[src/rtl/minisrc_pkg.sv]
// Shared definitions for the mini SRC control path: state encoding,
// opcode constants, IR field positions and opcode class helpers.
package minisrc_pkg;

  typedef enum logic [2:0] {
    T0   = 3'd0,
    T1   = 3'd1,
    T2   = 3'd2,
    T3   = 3'd3,
    T4   = 3'd4,
    T5   = 3'd5,
    HALT = 3'd6
  } state_t;

  localparam int OP_MSB = 31;
  localparam int OP_LSB = 27;
  localparam int RA_MSB = 26;
  localparam int RA_LSB = 23;
  localparam int RB_MSB = 22;
  localparam int RB_LSB = 19;
  localparam int RC_MSB = 18;
  localparam int RC_LSB = 15;

  localparam logic [4:0] OP_ADD  = 5'b00011;
  localparam logic [4:0] OP_SUB  = 5'b00100;
  localparam logic [4:0] OP_AND  = 5'b00101;
  localparam logic [4:0] OP_OR   = 5'b00110;
  localparam logic [4:0] OP_SHR  = 5'b00111;
  localparam logic [4:0] OP_SHRA = 5'b01000;
  localparam logic [4:0] OP_SHL  = 5'b01001;
  localparam logic [4:0] OP_ROR  = 5'b01010;
  localparam logic [4:0] OP_ROL  = 5'b01011;
  localparam logic [4:0] OP_NEG  = 5'b10001;
  localparam logic [4:0] OP_NOT  = 5'b10010;
  localparam logic [4:0] OP_NOP  = 5'b11010;
  localparam logic [4:0] OP_HALT = 5'b11011;

  // Three-register ALU ops occupy one contiguous opcode range.
  function automatic logic is_alu3(input logic [4:0] op);
    return (op >= OP_ADD) && (op <= OP_ROL);
  endfunction

  function automatic logic is_unary(input logic [4:0] op);
    return (op == OP_NEG) || (op == OP_NOT);
  endfunction

endpackage

[src/rtl/control_unit_if.sv]
// Datapath-facing signal bundle of the control unit: instruction and memory
// status in, datapath strobes, register selects and status out.
interface control_unit_if;
  logic [31:0] IR_Data;
  logic        mem_rdy;
  logic        PC_out;
  logic        PC_in;
  logic        IncPC;
  logic        MAR_in;
  logic        MDR_in;
  logic        MDR_out;
  logic        Read;
  logic        IR_in;
  logic        Y_in;
  logic        Z_in;
  logic        Zlow_out;
  logic [15:0] R_in;
  logic [15:0] R_out;
  logic [4:0]  alu_instruction;
  logic        run;
  logic        illegal;
  logic [15:0] instr_count;

  // Datapath side
  modport master (
    output IR_Data, mem_rdy,
    input  PC_out, PC_in, IncPC, MAR_in, MDR_in, MDR_out, Read, IR_in,
           Y_in, Z_in, Zlow_out, R_in, R_out, alu_instruction,
           run, illegal, instr_count
  );

  // Control unit side
  modport slave (
    input  IR_Data, mem_rdy,
    output PC_out, PC_in, IncPC, MAR_in, MDR_in, MDR_out, Read, IR_in,
           Y_in, Z_in, Zlow_out, R_in, R_out, alu_instruction,
           run, illegal, instr_count
  );
endinterface

[src/rtl/reg_decoder_4to16.sv]
// 4-bit register field to 16-bit one-hot select; all zero when disabled.
module reg_decoder_4to16 (
  input  logic [3:0]  sel,
  input  logic        en,
  output logic [15:0] onehot
);

  // One-hot decode gated by enable
  always_comb begin
    onehot = '0;
    if (en) onehot[sel] = 1'b1;
  end

endmodule

[src/rtl/control_unit.sv]
// Mini SRC control unit: fetch/decode/execute sequencer producing
// datapath strobes, one-hot register selects and a retired-instruction count.
//
// state | meaning
// T0    | PC to MAR, start PC increment into Z
// T1    | reload PC from Z, memory read into MDR; waits for mem_rdy
// T2    | MDR to IR
// T3    | decode; ALU ops load Y from Rb; nop/halt retire; illegal flagged
// T4    | ALU operation into Z (operand Rc for 3-reg ops, Rb for unary)
// T5    | Z low to Ra, instruction retires
// HALT  | stopped, no strobes until reset
module control_unit
  import minisrc_pkg::*;
(
  input logic           clk,
  input logic           clr,
  control_unit_if.slave bus
);

  state_t      state;
  state_t      state_nxt;
  logic [15:0] count_q;
  logic [4:0]  opcode;
  logic [3:0]  ra;
  logic [3:0]  rb;
  logic [3:0]  rc;
  logic        op_alu;
  logic        op_unary;
  logic        retire;
  logic        rout_en;
  logic [3:0]  rout_sel;
  logic        rin_en;
  logic [15:0] r_in_dec;
  logic [15:0] r_out_dec;
  logic        unused_ir;

  assign opcode    = bus.IR_Data[OP_MSB:OP_LSB];
  assign ra        = bus.IR_Data[RA_MSB:RA_LSB];
  assign rb        = bus.IR_Data[RB_MSB:RB_LSB];
  assign rc        = bus.IR_Data[RC_MSB:RC_LSB];
  assign unused_ir = ^bus.IR_Data[RC_LSB-1:0];
  assign op_alu    = is_alu3(opcode);
  assign op_unary  = is_unary(opcode);

  // State register
  always_ff @(posedge clk or negedge clr) begin
    if (!clr) state <= T0;
    else      state <= state_nxt;
  end

  // Retired-instruction counter, wraps naturally at 16 bits
  always_ff @(posedge clk or negedge clr) begin
    if (!clr)        count_q <= '0;
    else if (retire) count_q <= count_q + 16'd1;
  end

  // Next state and strobes from current state and IR
  always_comb begin
    state_nxt           = state;
    retire              = 1'b0;
    rout_en             = 1'b0;
    rout_sel            = rb;
    rin_en              = 1'b0;
    bus.PC_out          = 1'b0;
    bus.PC_in           = 1'b0;
    bus.IncPC           = 1'b0;
    bus.MAR_in          = 1'b0;
    bus.MDR_in          = 1'b0;
    bus.MDR_out         = 1'b0;
    bus.Read            = 1'b0;
    bus.IR_in           = 1'b0;
    bus.Y_in            = 1'b0;
    bus.Z_in            = 1'b0;
    bus.Zlow_out        = 1'b0;
    bus.alu_instruction = 5'b00000;
    bus.illegal         = 1'b0;
    case (state)
      T0: begin
        bus.PC_out = 1'b1;
        bus.MAR_in = 1'b1;
        bus.IncPC  = 1'b1;
        bus.Z_in   = 1'b1;
        state_nxt  = T1;
      end
      T1: begin
        // Holding these while waiting is harmless: PC reload is idempotent.
        bus.Zlow_out = 1'b1;
        bus.PC_in    = 1'b1;
        bus.Read     = 1'b1;
        bus.MDR_in   = 1'b1;
        if (bus.mem_rdy) state_nxt = T2;
      end
      T2: begin
        bus.MDR_out = 1'b1;
        bus.IR_in   = 1'b1;
        state_nxt   = T3;
      end
      T3: begin
        if (op_alu) begin
          bus.Y_in  = 1'b1;
          rout_en   = 1'b1;
          rout_sel  = rb;
          state_nxt = T4;
        end else if (op_unary) begin
          state_nxt = T4;
        end else if (opcode == OP_NOP) begin
          retire    = 1'b1;
          state_nxt = T0;
        end else if (opcode == OP_HALT) begin
          retire    = 1'b1;
          state_nxt = HALT;
        end else begin
          bus.illegal = 1'b1;
          state_nxt   = T0;
        end
      end
      T4: begin
        bus.Z_in            = 1'b1;
        bus.alu_instruction = opcode;
        rout_en             = op_alu | op_unary;
        rout_sel            = op_alu ? rc : rb;
        state_nxt           = T5;
      end
      T5: begin
        bus.Zlow_out = 1'b1;
        rin_en       = op_alu | op_unary;
        retire       = 1'b1;
        state_nxt    = T0;
      end
      HALT: state_nxt = HALT;
      default: state_nxt = T0;
    endcase
  end

  reg_decoder_4to16 u_rin_dec (
    .sel    (ra),
    .en     (rin_en),
    .onehot (r_in_dec)
  );

  reg_decoder_4to16 u_rout_dec (
    .sel    (rout_sel),
    .en     (rout_en),
    .onehot (r_out_dec)
  );

  assign bus.R_in        = r_in_dec;
  assign bus.R_out       = r_out_dec;
  assign bus.run         = (state != HALT);
  assign bus.instr_count = count_q;

endmodule

[src/flat_wrapper.sv]
// flat-port wrapper written by rule: the top's interface ports become plain ports
module control_unit_flat import minisrc_pkg::*;
  (clk, clr, bus_IR_Data, bus_mem_rdy, bus_PC_out, bus_PC_in, bus_IncPC, bus_MAR_in, bus_MDR_in, bus_MDR_out, bus_Read, bus_IR_in, bus_Y_in, bus_Z_in, bus_Zlow_out, bus_R_in, bus_R_out, bus_alu_instruction, bus_run, bus_illegal, bus_instr_count);
  control_unit_if bus_i ();
  input logic clk;
  input logic clr;
  input wire logic [$bits(bus_i.IR_Data)-1:0] bus_IR_Data;
  input wire logic [$bits(bus_i.mem_rdy)-1:0] bus_mem_rdy;
  output wire logic [$bits(bus_i.PC_out)-1:0] bus_PC_out;
  output wire logic [$bits(bus_i.PC_in)-1:0] bus_PC_in;
  output wire logic [$bits(bus_i.IncPC)-1:0] bus_IncPC;
  output wire logic [$bits(bus_i.MAR_in)-1:0] bus_MAR_in;
  output wire logic [$bits(bus_i.MDR_in)-1:0] bus_MDR_in;
  output wire logic [$bits(bus_i.MDR_out)-1:0] bus_MDR_out;
  output wire logic [$bits(bus_i.Read)-1:0] bus_Read;
  output wire logic [$bits(bus_i.IR_in)-1:0] bus_IR_in;
  output wire logic [$bits(bus_i.Y_in)-1:0] bus_Y_in;
  output wire logic [$bits(bus_i.Z_in)-1:0] bus_Z_in;
  output wire logic [$bits(bus_i.Zlow_out)-1:0] bus_Zlow_out;
  output wire logic [$bits(bus_i.R_in)-1:0] bus_R_in;
  output wire logic [$bits(bus_i.R_out)-1:0] bus_R_out;
  output wire logic [$bits(bus_i.alu_instruction)-1:0] bus_alu_instruction;
  output wire logic [$bits(bus_i.run)-1:0] bus_run;
  output wire logic [$bits(bus_i.illegal)-1:0] bus_illegal;
  output wire logic [$bits(bus_i.instr_count)-1:0] bus_instr_count;
  assign bus_i.IR_Data = bus_IR_Data;
  assign bus_i.mem_rdy = bus_mem_rdy;
  assign bus_PC_out = bus_i.PC_out;
  assign bus_PC_in = bus_i.PC_in;
  assign bus_IncPC = bus_i.IncPC;
  assign bus_MAR_in = bus_i.MAR_in;
  assign bus_MDR_in = bus_i.MDR_in;
  assign bus_MDR_out = bus_i.MDR_out;
  assign bus_Read = bus_i.Read;
  assign bus_IR_in = bus_i.IR_in;
  assign bus_Y_in = bus_i.Y_in;
  assign bus_Z_in = bus_i.Z_in;
  assign bus_Zlow_out = bus_i.Zlow_out;
  assign bus_R_in = bus_i.R_in;
  assign bus_R_out = bus_i.R_out;
  assign bus_alu_instruction = bus_i.alu_instruction;
  assign bus_run = bus_i.run;
  assign bus_illegal = bus_i.illegal;
  assign bus_instr_count = bus_i.instr_count;
  control_unit u_core (.clk(clk), .clr(clr), .bus(bus_i));
endmodule
[config.mk]
export PLATFORM = sky130hd
export DESIGN_NAME = control_unit_flat
export DESIGN_NICKNAME = d
export VERILOG_FILES = /design/src/rtl/minisrc_pkg.sv /design/src/rtl/control_unit_if.sv /design/src/rtl/reg_decoder_4to16.sv /design/src/rtl/control_unit.sv /design/src/flat_wrapper.sv
export SDC_FILE = /design/constraint.sdc
export NUM_CORES = 1
export LEC_CHECK = 0
export BUFFER_PORTS_ARGS = -buffer_cell sky130_fd_sc_hd__buf_4
export CAP_MARGIN = 20
export CORE_MARGIN = 4
export CORE_UTILIZATION = 47
export DETAILED_ROUTE_END_ITERATION = 8
export HOLD_SLACK_MARGIN = 0.1
export PLACE_DENSITY = 0.86
export SYNTH_ARGS = -nofsm -noshare
export SYNTH_HDL_FRONTEND = slang
export SYNTH_SLANG_ARGS = --single-unit
[constraint.sdc]
create_clock -name clk -period 2.35 [get_ports clk]
set_input_delay 0.235 -clock clk [delete_from_list [all_inputs] [get_ports clk]]
set_output_delay 0.235 -clock clk [all_outputs]
set_load 0.01 [all_outputs]
==> run summary, run 1 <==
### Yosys
• **Yosys warnings** 0
• **number of instances in the synthesized netlist** 187
• **cell type with the highest aggregate area in the netlist** dfrtp_1
• **most frequent cell after synthesis** dfrtp_1
• **share of the synthesized area in the top cell type** 28.2%
• **synthesized area** 1690 um^2
• **net count after synthesis** 223
• **commonest register cell after synthesis** dfrtp_1
• **async set-or-reset flop fraction in the synthesized netlist** 100%
• **unique cell type count in the Yosys netlist** 50
• **total of flip-flops plus latches after synthesis** 19
• **synthesized area per cell** 9.02 um^2
• **cell types with the highest counts after synthesis** dfrtp_1, nor4_1, nand2_1, a211oi_1, a21oi_1
• **post-synthesis sequential area ratio** 28.2%
• **number of flops mapped to enable cells by yosys** 0
• **largest cells by area after synthesis** dfrtp_1, nor4_1, a211oi_1

### Routing
• **WL met1** 1750 um
• **number of design rule violations left after detail routing** 0
• **detailed route wirelength on metal3** 376 um
• **uppermost layer routed** met4
• **met2 WL post-DR** 2110 um
• **via count of the routed design** 1746
• **final WL** 4290 um
• **detail-routed net length per standard cell** 13.8 um
• **vias per cell** 5.61
• **first-iteration detailed-routing DRC count** 95
• **number of iterations in the first detailed-routing pass** 4
• **final antenna-violating net count** 0

### Timing
• **Tightest Pin Transition** 489 ps
• **final worst setup slack** 99.5 ps
• **Max Clock Skew** 12.3 ps
• **Final setup viols** 0
• **number of slew-limit violations in the final report** 0
• **final period demand of the worst path** 2250 ps
• **slew margin rel.** 67.3%
• **Hold Vio Cnt, Final** 0
• **top achievable clock speed** 444 MHz
• **post-route clock period utilization** 95.8%

### Clocking
• **clock transition at the register clock pins on the worst setup and hold paths after CTS** 110 ps
• **cell at the root of the clock tree** clkbuf_4
• **maximum root-to-sink buffer count** 2
• **number of clock sinks seen by CTS** 19
• **clock network latency to the later pin of the worst-skew pair** 310 ps
• **clock tree from TritonCTS** yes
• **H-Tree Depth** 1
• **clock buffers created by TritonCTS** 3

### Floorplan
• **die area** 4610 um^2
• **horizontal die dimension** 67.9 um
• **Top Ports** 101
• **initial core utilization** 49.8%
• **standard cell core area** 3390 um^2
• **floorplan row count** 21
• **Die Span Y** 67.9 um

### Place
• **Placement Setup Slack** 346 ps
• **hpwl dp** 3440 um
• **quantity of I/O buffers inserted on ports** 85
• **Placer Congestion** 0.775

### Critical path
• **kind of end point of the critical path** output port
• **Register-to-Register Setup Slack** 540 ps
• **kind of start point of the critical path** register
• **critical path data arrival time** 2020 ps
• **largest driver fanout on the critical path** 11
• **Worst Path Required** 2120 ps
• **critical path start-end classification** reg2out

### Power
• **Lkg Pwr** 1.05 nW
• **Worst VDD drop** 0.222 mV
• **Cell Pwr Density** 582 nW/um^2
• **total chip power** 1.38 mW

### Min path
• **type of the worst min-delay path** in2reg

### Final layout
• **number of nets in the final layout** 302
• **number of inserted filler cells in the final layout** 286
• **antenna cells** 0
• **share of cells above drive strength 1** 41.9%
• **Area growth syn-to-layout** 40.6%

### GRT
• **global-route wire length before repair** 6620 um
• **total congestion overflow** 0
• **GRT Overall Usage** 18.4%
• **pin count of the biggest net entering global routing** 20
• **number of global-route vias before repair** 1514
• **initial antenna violation count** 0

### Run
• **max cap viols** 0

### Status
• **result of the run** completed

## cell families (layout without fill, tap and decap cells)
kind of cell / count (synthesis) / after routing / share of synthesized area (%)
adders and majority gates: 1 / 1 / 0.742
and+or+nand+nor: 95 / 95 / 37.5
muxes: 6 / 6 / 3.71
xor gates and xnor gates: 15 / 15 / 7.79
DFF: 19 / 19 / 28.2
AOI/OAI and AO/OA: 34 / 34 / 15.7
buffers and inverters: 17 / 95 / 6.38
## worst paths after layout
path / endpoint / start / cells past startpoint
setup / recovery: bus_R_out[14] / u_core.state[1]$_DFFE_PN0P_ / 5
hold / removal: u_core.state[2]$_DFFE_PN0P_ / bus_IR_Data[27] / 3
setup reg to reg: u_core.bus.instr_count[9]$_DFFE_PN0P_ / u_core.state[1]$_DFFE_PN0P_ / 5
hold reg to reg: u_core.bus.instr_count[9]$_DFFE_PN0P_ / u_core.bus.instr_count[9]$_DFFE_PN0P_ / 1
max in group asynchronous: u_core.state[2]$_DFFE_PN0P_ / clr / 2
min in group asynchronous: u_core.bus.instr_count[4]$_DFFE_PN0P_ / clr / 2
## state kept, by name, summed over array words and instances (netlist names)
register and count:
u_core.bus.instr_count 16, u_core.state 3
## placed cells by master, fill, tap and decap left out, types with 6 or more instances in the layout
cell type  synthesis  final
nand2_1           12     12
a211oi_1          10     10
buf_4              8     88
nor3_1             8      7
xor2_1             8      8
nor4_1            17     17
xnor2_1            7      7
dfrtp_1           19     16
and2_1             6      6
nand4_1            6      6
nor2b_1            7      7
a21oi_1            9      9
## worst max-delay path, stage by stage, from the launching register on
cell and delay [ps]:
dfrtp_2 490, nor3b_4 300, buf_4 220, o2111ai_2 220, a211oi_1 310, buf_4 170
## metrics by stage
stage	area (um^2)	hold WS (ps)	util, %	setup TNS [ps]	instances
2_1_floorplan	1690	-60.6	-	0	187
3_3_place_gp	2290	118	67.7	0	304
3_5_place_dp	2290	116	67.7	0	304
4_1_cts	2340	284	69.1	0	310
5_1_grt	2370	303	70.0	-38.4	311
6_report	2370	293	70.0	0	311
## timing repair
item | 4_1_cts | 5_1_grt
resized for setup | 0 | 7
setup buffers | 0 | 1
hold buffers | 2 | 0
hold endpoints to repair | 20 | 0
setup endpoints to repair | 0 | 15
## area by class of cell
cell class	instances	area, um^2	area share [%]
clock buffer	3	22.5	0.950
clock inverter	1	5.00	0.211
inverter	1	3.75	0.158
multi-input combinational	151	1120	47.3
sequential	19	479	20.2
tap	46	57.6	2.43
timing repair buffer	90	681	28.7
## per-layer routing
metal / vias up / track usage [%]
met5: - / 0
met4: 0 / 4.71
met3: 7 / 4.93
met2: 76 / 33.2
met1: 796 / 21.6
li1: 867 / -
## power breakdown
part / switching (mW) / leakage (nW) / internal, mW
Sequential: 0.105 / 0.226 / 0.381
Clock: 0.0991 / 0.0177 / 0.0636
Combinational: 0.370 / 0.802 / 0.361
Total: 0.573 / 1.05 / 0.806
Power figures use the tool's default switching activity.
==> run 2: changes to the inputs <==
Settings changed: CORE_UTILIZATION 47 to 40, PLACE_DENSITY 0.86 to 0.75, SLEW_MARGIN set to 10.
==> run 2 against run 1 <==
  * Fmax rose by 2.6%
  * Sequential share of layout area fell by 0.12 points
  * Critical endpoint is now bus_R_out[11]
  * Largest cell class unchanged
  * Clock power rose by 41%
  * Die area rose by 15%
  * First-iteration DRC count fell by 22%
  * Cell count rose by 0.96%
  * Core utilization fell by 11 points
  * Wire length rose by 7.7%
  * Setup slack improved by 56 ps
  * Via count fell by 0.46%
==> run summary, run 2 (synthesized netlist as in run 1, its figures left out) <==
### GRT
• **global-route wire length before repair** 7690 um
• **total congestion overflow** 0
• **number of global-route vias before repair** 1686
• **initial antenna violation count** 0
• **pin count of the biggest net entering global routing** 20
• **GRT Overall Usage** 17.9%

### Floorplan
• **horizontal die dimension** 72.9 um
• **die area** 5320 um^2
• **Top Ports** 101
• **standard cell core area** 4030 um^2
• **Die Span Y** 72.9 um
• **initial core utilization** 41.9%
• **floorplan row count** 23

### Final layout
• **antenna cells** 0
• **leading cell type in the layout, fill and taps excluded** buf_4
• **highest-count cells in the layout ignoring fill and taps** buf_4, nor4_1, dfrtp_1
• **Largest register FFs** 16
• **number of inserted filler cells in the final layout** 381
• **number of nets in the final layout** 301
• **share of cells above drive strength 1** 42.0%
• **Area growth syn-to-layout** 41.4%

### Critical path
• **largest driver fanout on the critical path** 11
• **Buf+Inv Stages, Crit Path** 2
• **kind of end point of the critical path** output port
• **slowest stage delay, CP** 470 ps
• **critical path start-end classification** reg2out
• **cell-by-cell trace of the critical path** nor3b_4, buf_4, o2111ai_2, a211oi_1, buf_4
• **Worst Path Required** 2120 ps
• **critical path data arrival time** 1960 ps
• **Worst path slowest cell** dfrtp_2
• **Largest delay share family, worst path** compound AO/OA/AOI/OAI gates
• **kind of start point of the critical path** register
• **most frequent cell on the critical path** buf_4

### Routing
• **final WL** 4620 um
• **number of iterations in the first detailed-routing pass** 4
• **detail-routed net length per standard cell** 14.7 um
• **number of design rule violations left after detail routing** 0
• **first-iteration detailed-routing DRC count** 74
• **via count of the routed design** 1738
• **final antenna-violating net count** 0
• **vias per cell** 5.54

### Timing
• **number of slew-limit violations in the final report** 0
• **Final setup viols** 0
• **top achievable clock speed** 456 MHz
• **Max Clock Skew** 7.14 ps
• **unrepaired setup endpoints after global routing** false
• **post-route clock period utilization** 93.4%
• **final period demand of the worst path** 2190 ps
• **final worst setup slack** 156 ps
• **Tightest Pin Transition** 471 ps
• **total negative setup slack** 0 ps
• **slew margin rel.** 68.4%
• **Hold Vio Cnt, Final** 0

### Clocking
• **clock buffers created by TritonCTS** 3
• **H-Tree Depth** 1
• **clock tree from TritonCTS** yes
• **clock transition at the register clock pins on the worst setup and hold paths after CTS** 70 ps
• **clock network latency to the later pin of the worst-skew pair** 260 ps
• **maximum root-to-sink buffer count** 2
• **number of clock sinks seen by CTS** 19
• **cell at the root of the clock tree** clkbuf_8

### Min path
• **type of the worst min-delay path** in2reg

### Place
• **Placement Setup Slack** 276 ps
• **quantity of I/O buffers inserted on ports** 85
• **hpwl dp** 3650 um
• **Placer Congestion** 0.742

### Power
• **Cell Pwr Density** 611 nW/um^2
• **Worst VDD drop** 0.289 mV
• **Lkg Pwr** 1.05 nW

### Run
• **max cap viols** 0

### Status
• **result of the run** completed

-- run 2: metrics by stage --
stage | utilization (%) | power [mW] | std cells | hold WS [ps] | instance area (um^2)
floorplan | - | 0.954 | 187 | -60.6 | 1690
global placement | 57.2 | 1.20 | 309 | 118 | 2310
finish | 59.2 | 1.46 | 314 | 164 | 2380
detailed placement | 57.2 | 1.22 | 309 | 123 | 2310
CTS | 58.7 | 1.45 | 314 | 161 | 2360
global route | 59.2 | 1.55 | 314 | 174 | 2380
-- run 2: where the power goes --
| part | switching (mW) | internal, mW | leakage, nW |
|---|---|---|---|
| Sequential | 0.0960 | 0.382 | 0.226 |
| Combinational | 0.389 | 0.361 | 0.798 |
| Clock | 0.111 | 0.118 | 0.0255 |
| Total | 0.597 | 0.861 | 1.05 |
-- run 2: area by class of cell --
type                    count  area (um^2)  share of cell area [%]
multi-input cells         151         1120                    47.1
clock buffers               3         41.3                    1.73
flip-flops and latches     19          479                    20.1
well taps                  50         62.6                    2.62
repair buffers             89          671                    28.1
clock inverters             1         5.00                   0.210
inverters                   1         3.75                   0.157
-- run 2: worst paths after layout --
| kind | startpoint | end | slack (ps) | depth (start not counted) |
|---|---|---|---|---|
| max | u_core.state[2]$_DFFE_PN0P_ | bus_R_out[11] | 160 | 5 |
| min | bus_mem_rdy | u_core.state[0]$_DFFE_PN0P_ | 160 | 2 |
| max reg2reg | u_core.state[1]$_DFFE_PN0P_ | u_core.bus.instr_count[9]$_DFFE_PN0P_ | 550 | 5 |
| min reg2reg | u_core.bus.instr_count[9]$_DFFE_PN0P_ | u_core.bus.instr_count[9]$_DFFE_PN0P_ | 490 | 1 |
| max in group asynchronous | clr | u_core.state[0]$_DFFE_PN0P_ | 1740 | 2 |
| min in group asynchronous | clr | u_core.bus.instr_count[11]$_DFFE_PN0P_ | 390 | 2 |
-- run 2: repair_timing --
item | in CTS | in global routing
setup endpoints to repair | 1 | 12
setup buffers | 0 | 0
pin swaps | 0 | 2
gates resized for setup | 1 | 6
endpoints found under the hold margin | 19 | 0
hold buffers | 1 | 0
-- run 2: metal layers --
layer  vias up  track usage, %  wire (um)
li1        864               -          -
met1       800            22.3       1870
met2        65            29.5       2210
met3         9            4.41        430
met4         0            7.38        108
met5         -               0          0
==> run 3: changes to the inputs <==
Settings changed: SETUP_SLACK_MARGIN set to 0.5.
==> run 3 against run 2 <==
  * Fmax grew 2.1%
  * Final area up 24%
  * Critical endpoint unchanged
  * Sequential cell count unchanged
  * Clock-buffer cell count increased by 1
  * Register-to-register slack gained 30 ps
==> run summary, run 3 (synthesized netlist as in run 1, its figures left out) <==
### GRT
• **total congestion overflow** 0
• **number of global-route vias before repair** 1726
• **GRT Overall Usage** 19.2%
• **pin count of the biggest net entering global routing** 20
• **global-route wire length before repair** 8270 um
• **initial antenna violation count** 0

### Power
• **part of the power in combinational logic** 60.7%
• **internal cell power** 0.965 mW
• **Worst VDD drop** 0.283 mV
• **Cell Pwr Density** 583 nW/um^2
• **power share of the clock group** 13.4%
• **switching part of the total power** 44.0%
• **total chip power** 1.72 mW
• **sequential power share** 25.9%
• **P_sw** 0.759 mW
• **Lkg Pwr** 1.28 nW

### Final layout
• **highest-count cells in the layout ignoring fill and taps** buf_4, dfrtp_1, nor4_4
• **Area growth syn-to-layout** 75.3%
• **antenna cells** 0
• **area taken by multi-input logic gates** 1530 um^2
• **Largest register FFs** 16
• **share of cells above drive strength 1** 56.3%
• **leading cell type in the layout, fill and taps excluded** buf_4
• **Final Cell Area** 2960 um^2
• **post-route non-filler standard cell count** 334
• **total area of sequential cells** 477 um^2
• **number of inserted filler cells in the final layout** 286
• **number of nets in the final layout** 321

### Place
• **hpwl dp** 3680 um
• **number of placed instances, taps included** 310
• **quantity of I/O buffers inserted on ports** 85
• **Placement Setup Slack** 394 ps
• **DP Area** 2320 um^2
• **Placer Congestion** 0.704

### Timing
• **final period demand of the worst path** 2150 ps
• **Tightest Pin Transition** 486 ps
• **top achievable clock speed** 465 MHz
• **post-route clock period utilization** 91.5%
• **final worst setup slack** 200 ps
• **slew margin rel.** 67.4%
• **unrepaired setup endpoints after global routing** true
• **Hold Vio Cnt, Final** 0
• **total negative setup slack** 0 ps
• **Final setup viols** 0
• **number of slew-limit violations in the final report** 0
• **Max Clock Skew** 5.07 ps

### Floorplan
• **Die Span Y** 72.9 um
• **standard cell core area** 4030 um^2
• **die area** 5320 um^2
• **horizontal die dimension** 72.9 um
• **floorplan row count** 23
• **initial core utilization** 41.9%
• **Top Ports** 101

### Clocking
• **maximum root-to-sink buffer count** 2
• **clock tree from TritonCTS** yes
• **H-Tree Depth** 1
• **clock buffers created by TritonCTS** 3
• **clock transition at the register clock pins on the worst setup and hold paths after CTS** 70 ps
• **cell at the root of the clock tree** clkbuf_8
• **clock network latency to the later pin of the worst-skew pair** 260 ps
• **number of clock sinks seen by CTS** 19

### Routing
• **first-iteration detailed-routing DRC count** 118
• **detail-routed net length per standard cell** 17.7 um
• **final WL** 5920 um
• **number of design rule violations left after detail routing** 0
• **final antenna-violating net count** 0
• **vias per cell** 5.83
• **via count of the routed design** 1947
• **number of iterations in the first detailed-routing pass** 4

### Critical path
• **kind of end point of the critical path** output port
• **critical path data arrival time** 1910 ps
• **Worst Path Required** 2120 ps
• **critical path start-end classification** reg2out
• **largest driver fanout on the critical path** 6
• **kind of start point of the critical path** register

### Min path
• **type of the worst min-delay path** in2reg

### Run
• **max cap viols** 0

### Status
• **result of the run** completed

[run 3: changes by cell type in the layout (fill, tap and decap cells not counted), sizes merged]
| cell | delta |
|---|---|
| clkinv | -1 |
| clkbuf | +1 |
| buf | +17 |
| nand3b | +3 |
[run 3: area by class of cell]
class	count	share of cell area, %
multi-input cells	154	51.7
repair buffers	106	28.4
flip-flops and latches	19	16.1
well taps	50	2.12
clock buffers	4	1.52
inverters	1	0.127
[run 3: timing repair]
item | CTS | global route
resized for setup | 27 | 39
hold buffers | 1 | 0
endpoints found under the hold margin | 19 | 0
buffers inserted | 9 | 7
setup endpoints to repair | 25 | 47
cloned | 1 | 2
pin swaps | 11 | 18
[run 3: critical path, cell delays in order, from the launching register on]
cell and delay [ps]:
dfrtp_1 410, nor3b_4 330, nand3_4 190, mux2_2 370, a211oi_2 210, buf_4 150
[run 3: worst paths after layout]
check,startpoint,to,slack [ps],cells after the start
hold / removal,bus_mem_rdy,u_core.state[0]$_DFFE_PN0P_,160,2
setup reg to reg,u_core.state[0]$_DFFE_PN0P_,u_core.bus.instr_count[3]$_DFFE_PN0P_,580,5
setup / recovery,u_core.state[0]$_DFFE_PN0P_,bus_R_out[11],200,5
hold reg to reg,u_core.bus.instr_count[15]$_DFFE_PN0P_,u_core.bus.instr_count[15]$_DFFE_PN0P_,480,1
min in group asynchronous,clr,u_core.bus.instr_count[2]$_DFFE_PN0P_,380,2
max in group asynchronous,clr,u_core.state[2]$_DFFE_PN0P_,1750,2
[run 3: through the flow]
step / hold slack [ps] / util [%]
2_1_floorplan: -60.6 / -
3_3_place_gp: 118 / 57.5
3_5_place_dp: 121 / 57.5
4_1_cts: 155 / 65.1
5_1_grt: 169 / 73.4
6_report: 157 / 73.4
[run 3: per-layer routing]
metal  global-route usage [%]  up-vias  part of all wire [%]
li1                         -      911                     -
met1                     24.4      943                    40
met2                     33.4       81                    50
met3                     3.58       12                   7.0
met4                     4.92        0                   2.4
met5                        0        -                     0
[run 3: power by group through the flow]
stage	Sequential (mW)	Combinational (mW)	Clock, mW
detailed placement	0.448	0.788	0
global route	0.454	1.12	0.245
CTS	0.444	0.874	0.229
global placement	0.443	0.767	0
finish	0.447	1.05	0.231
floorplan	0.442	0.514	0
